**config.mk**
```make
export PLATFORM = sky130hd
export DESIGN_NAME = chip_test_scheduler
export DESIGN_NICKNAME = d
export VERILOG_FILES = /design/src/rtl/chip_test_scheduler.sv
export SDC_FILE = /design/constraint.sdc
export NUM_CORES = 1
export LEC_CHECK = 0
export ABC_AREA = 1
export CAP_MARGIN = 10
export CORE_MARGIN = 2
export CORE_UTILIZATION = 60
export DETAILED_ROUTE_END_ITERATION = 10
export DONT_BUFFER_PORTS = 1
export HOLD_SLACK_MARGIN = 0.05
export PLACE_DENSITY = 0.74
export SYNTH_ARGS = -nofsm -noshare
export SYNTH_HDL_FRONTEND = slang
export SYNTH_SLANG_ARGS = --single-unit
```
**constraint.sdc**
```tcl
create_clock -name Clk -period 2.2 [get_ports Clk]
set_input_delay 0 -clock Clk [delete_from_list [all_inputs] [get_ports Clk]]
set_output_delay 0 -clock Clk [all_outputs]
set_load 0.03 [all_outputs]
```
**src/rtl/chip_test_scheduler.sv**
```systemverilog
// chip_test_scheduler: shares one Run/Done/RSLT panel among several chip testers.
module chip_test_scheduler #(
  parameter int NUM_CHIPS      = 16,
  parameter int SEL_W          = 4,
  parameter int TIMEOUT_CYCLES = 65535,
  parameter int LAUNCH_GAP     = 2
) (
  input  logic                 Clk,
  input  logic                 Reset,
  input  logic                 Run,
  input  logic [SEL_W-1:0]     Chip_Sel,
  output logic [NUM_CHIPS-1:0] Chip_Run,
  input  logic [NUM_CHIPS-1:0] Chip_Done,
  input  logic [NUM_CHIPS-1:0] Chip_RSLT,
  output logic                 Busy,
  output logic                 Done,
  output logic                 RSLT,
  output logic                 Timeout,
  output logic                 Sel_Err,
  output logic [SEL_W-1:0]     Active_Sel,
  output logic [7:0]           Pass_Count,
  output logic [7:0]           Fail_Count
);
  localparam int WD_W = $clog2(TIMEOUT_CYCLES + 1);
  localparam int GW   = $clog2(LAUNCH_GAP + 1);
  typedef enum logic [1:0] {S_IDLE, S_LAUNCH, S_WAIT, S_HOLD} state_t;
  state_t               state_q, state_d;
  logic                 run_prev_q;
  logic [GW-1:0]        gap_q, gap_d;
  logic [WD_W-1:0]      wd_q, wd_d;
  logic [SEL_W-1:0]     sel_q, sel_d;
  logic [NUM_CHIPS-1:0] run_q, run_d;
  logic                 busy_q, busy_d, done_q, done_d, rslt_q, rslt_d;
  logic                 to_q, to_d, serr_q, serr_d;
  logic [7:0]           pass_q, pass_d, fail_q, fail_d;
  logic                 start, bad_sel, hit, win, expire;
  always_comb begin
    start   = Run & ~run_prev_q;
    bad_sel = 32'(Chip_Sel) >= NUM_CHIPS;
    hit     = Chip_Done[sel_q];
    win     = hit & Chip_RSLT[sel_q];
    expire  = wd_q == WD_W'(TIMEOUT_CYCLES - 1);
    state_d = state_q;
    gap_d   = gap_q;
    wd_d    = wd_q;
    sel_d   = sel_q;
    done_d  = done_q;
    rslt_d  = rslt_q;
    to_d    = to_q;
    serr_d  = serr_q;
    pass_d  = pass_q;
    fail_d  = fail_q;
    case (state_q)
      S_IDLE, S_HOLD: if (start) begin
        sel_d   = Chip_Sel;
        done_d  = bad_sel;
        serr_d  = bad_sel;
        rslt_d  = 1'b0;
        to_d    = 1'b0;
        gap_d   = '0;
        state_d = bad_sel ? S_HOLD : S_LAUNCH;
      end
      S_LAUNCH: begin
        gap_d = gap_q + 1'b1;
        if (gap_q == GW'(LAUNCH_GAP - 1)) begin
          state_d = S_WAIT;
          wd_d    = '0;
        end
      end
      S_WAIT: begin
        wd_d = wd_q + 1'b1;
        // A Done arriving on the expiry cycle still counts as a real result.
        if (hit | expire) begin
          state_d = S_HOLD;
          done_d  = 1'b1;
          rslt_d  = win;
          to_d    = ~hit;
          pass_d  = pass_q + {7'd0, win & ~&pass_q};
          fail_d  = fail_q + {7'd0, ~win & ~&fail_q};
        end
      end
      default: state_d = S_IDLE;
    endcase
    busy_d = (state_d == S_LAUNCH) || (state_d == S_WAIT);
    run_d  = (state_d == S_WAIT) ? (NUM_CHIPS'(1) << sel_d) : '0;
  end
  always_ff @(posedge Clk) begin
    if (!Reset) begin
      state_q    <= S_IDLE;
      run_prev_q <= 1'b1;
      gap_q      <= '0;
      wd_q       <= '0;
      sel_q      <= '0;
      run_q      <= '0;
      busy_q     <= 1'b0;
      done_q     <= 1'b0;
      rslt_q     <= 1'b0;
      to_q       <= 1'b0;
      serr_q     <= 1'b0;
      pass_q     <= '0;
      fail_q     <= '0;
    end else begin
      state_q    <= state_d;
      run_prev_q <= Run;
      gap_q      <= gap_d;
      wd_q       <= wd_d;
      sel_q      <= sel_d;
      run_q      <= run_d;
      busy_q     <= busy_d;
      done_q     <= done_d;
      rslt_q     <= rslt_d;
      to_q       <= to_d;
      serr_q     <= serr_d;
      pass_q     <= pass_d;
      fail_q     <= fail_d;
    end
  end
  assign Chip_Run   = run_q;
  assign Busy       = busy_q;
  assign Done       = done_q;
  assign RSLT       = rslt_q;
  assign Timeout    = to_q;
  assign Sel_Err    = serr_q;
  assign Active_Sel = sel_q;
  assign Pass_Count = pass_q;
  assign Fail_Count = fail_q;
endmodule
```
==> qor.yml <==
cts:
  clk-insertion-delay-late_ns: 0.35
  htreeDepth: 3
  cts_root_buf: "clkbuf_8"
  clockBufferDepth: 2
  cts_buffers: 9
  cts_tree: "yes"
  cts.sink_count: 61
  clkTransAtPathRegs_ns: 0.07
die:
  die_x_um: 75.9
  dieArea_um2: 5760
  initial_core_util: 0.615
  io-pin-count: 80
  rows: 26
  core_area_um2: 5040
  die_y_um: 75.9
placed_design:
  gp_congestion: 0.773
  dp.cells: 520
  place_area_um2: 3400
  pre_cts_slack_ns: 0.0163
  io_buffers: 0
  dp_hpwl_um: 5050
layout:
  area_growth_pct: 25.5
  insertedDiodeCount: 0
  design_area_um2: 3890
  final_cell_count_no_fill: 545
  finalNetCount: 519
  final_core_util: 0.772
  drive_gt1_frac: 0.246
drt:
  antenna_left: 0
  wire_per_inst_um: 13.6
  drc: 0
  drt-total-wl_um: 7390
  drtPass1Iterations: 4
  drt_iter0_markers: 163
  vias_per_cell: 5.20
  dr_total_vias: 2832
synth:
  yosys_warnings: 0
  synth_top_area_cell: "dfxtp_1"
  syn_avg_cell_area_um2: 7.33
  ys_seq_elements: 61
  synth_top_area_frac: 0.394
  synthCells: 423
  synth_area_leaders: "dfxtp_1 (39%), nand2_1 (11%), nor2_1 (7.6%)"
  syn_nets: 472
  yosys.cell_types.count: 38
  seq_area_frac_synth: 0.394
  syn_area_um2: 3100
global_routing:
  grt_util_all_layers: 0.250
  globalRouteOverflowTotal: 0
  grt_pass1_vias: 2752
  grt_pass1_wl_um: 11900
  antenna_found_initial: 0
  grt_max_degree: 18
hold_path:
  worstHoldPathType: "primary input to flop"
  whs_path_depth: 5
timing:
  drv_slew: 0
  hold_ws_ns: 0.0955
  rsz0062_at_grt: "true"
  layout_setup_ws_ns: 0.0225
  max_freq_mhz: 459
  finalCritPeriodShare: 0.990
  setup_violations: 0
  period_needed_ns: 2.18
  hold_viol: 0
  clock_skew_ns: 0.00660
  finalSetupTns_ns: 0
worst_setup_path:
  crit_type: "flop to flop"
  critPathRequiredTime_ns: 2.49
  path_buf_inv: 1
  arrival_ns: 2.46
  cpMaxStageDelayCell: "dfxtp_4"
  endpoint_kind: "flop"
  crit_chain: "buf_4 -> nand2_1 -> nand2_1 -> nand2_1 -> nand3_1 -> nand3_4 -> nand2_4 -> o211a_1 -> ha_4 -> nand3_4 -> nor3_2 -> xor2_1 -> nand2_2 -> a21oi_2"
  cp_max_fo: 7
  critPathLaunchType: "flop"
  cp_top_family: "simple AND/OR/NAND/NOR gates"
  reg2reg_depth: 14
  cp_common_cell: "nand2_1"
  max_stage_delay_ns: 0.43
  crit_cells: 14
job:
  cap_viol_max_count: 0
power_and_ir_drop:
  leakagePower_nw: 1.65
  peakVddDrop_v: 0.000642
  power_mw: 3.28
  p_per_area_nw_per_um2: 842
run_status:
  outcome: "completed"
-- worst min-delay path, cell delays in order --
cell and delay (ns):
inv_1 0.05, nor2_1 0.06, o21ai_0 0.15, nand2_1 0.07
nor2_1 0.07
-- final timing paths --
| path | from | endpoint | slack (ns) |
|---|---|---|---|
| max | Active_Sel[0] | Pass_Count[7] | 0.02 |
| min | Run | state_q[1] | 0.1 |
| max reg2reg | Active_Sel[0] | Pass_Count[7] | 0.02 |
| min reg2reg | wd_q[15] | wd_q[15] | 0.48 |
-- cell usage after synthesis --
cell type / number
nor3_1: 7
a41oi_1: 1
conb_1: 1
o21ai_0: 19
nand2_4: 1
inv_1: 40
o21ai_1: 3
buf_1: 2
o211ai_1: 3
ha_1: 10
or2_2: 1
buf_2: 3
a21oi_2: 6
nor4_4: 1
a21oi_1: 26
nor2_4: 3
a211oi_2: 1
xnor2_1: 6
inv_6: 1
a211oi_1: 1
nand3_2: 6
inv_2: 2
xor2_1: 8
o21bai_1: 1
nand2_2: 8
nand3b_1: 1
nand2_1: 93
o21ai_4: 1
o211a_1: 1
inv_4: 1
nand3_1: 30
buf_6: 3
buf_8: 1
dfxtp_1: 61
a22oi_1: 1
buf_4: 1
nand4_1: 5
nor2_1: 63
-- layout make-up --
type                    count  area (µm²)
multi-input cells         308        1840
fillers                   344        1150
clock inverters             7        52.6
well taps                  70        87.6
clock buffers               9         124
flip-flops and latches     61        1230
inverters                  44         175
repair buffers             46         390
-- metal layers --
layer | up-vias | wire length [µm] | global-route usage
met1 | 1285 | 3200 | 0.299
met3 | 14 | 467 | 0.0786
met5 | - | 0 | 0
met2 | 73 | 3600 | 0.417
met4 | 0 | 124 | 0.104
li1 | 1460 | - | -
-- cells in the final DEF (no fill, tap or decap), types with 4 or more instances in the layout --
| master | synthesis | routed |
|---|---|---|
| nor2_1 | 63 | 58 |
| ha_1 | 10 | 6 |
| nor3_1 | 7 | 5 |
| nand3_1 | 30 | 22 |
| o21ai_1 | 3 | 6 |
| dlygate4sd3_1 | 0 | 6 |
| ha_4 | 0 | 4 |
| nand4_1 | 5 | 5 |
| dfxtp_1 | 61 | 59 |
| nand2_1 | 93 | 90 |
| buf_4 | 1 | 38 |
| xor2_1 | 8 | 7 |
| a21oi_2 | 6 | 7 |
| inv_1 | 40 | 39 |
| a21oi_1 | 26 | 24 |
| nand3_4 | 0 | 4 |
| nand3_2 | 6 | 10 |
| o21ai_0 | 19 | 16 |
| nand2_2 | 8 | 9 |
| clkinvlp_4 | 0 | 4 |
| nor2_4 | 3 | 5 |
| xnor2_1 | 6 | 5 |
| clkbuf_8 | 0 | 9 |
-- timing repair --
item,CTS,global route
pin swaps,0,24
endpoints found under the setup margin,2,18
resized for setup,1,45
hold endpoints to repair,23,0
cloned,0,1
setup buffers,0,2
hold buffers,6,0
-- flip-flops by register name, indices dropped and copies added, names as in the netlist, 2 cells and up --
name,cells
Active_Sel,4
Chip_Run,16
Fail_Count,8
Pass_Count,8
gap_q,2
state_q,2
wd_q,16
-- logic make-up (layout without fill, tap and decap cells) --
logic type,Yosys count,count (layout),share of synthesized area
flip-flops,61,61,0.394
AO/OA/AOI/OAI,64,64,0.124
XOR/XNOR,14,14,0.0395
other,1,1,0.00121
adder cells (fa/ha/maj),10,10,0.0403
buffers and inverters,54,106,0.0811
AND/OR/NAND/NOR,219,219,0.320
-- power breakdown --
group	total, mW	internal (mW)	switching (mW)
clock	0.888	0.408	0.480
sequential	1.30	1.19	0.116
combinational	1.09	0.406	0.682
No activity file was read; power rests on OpenSTA's default activity.
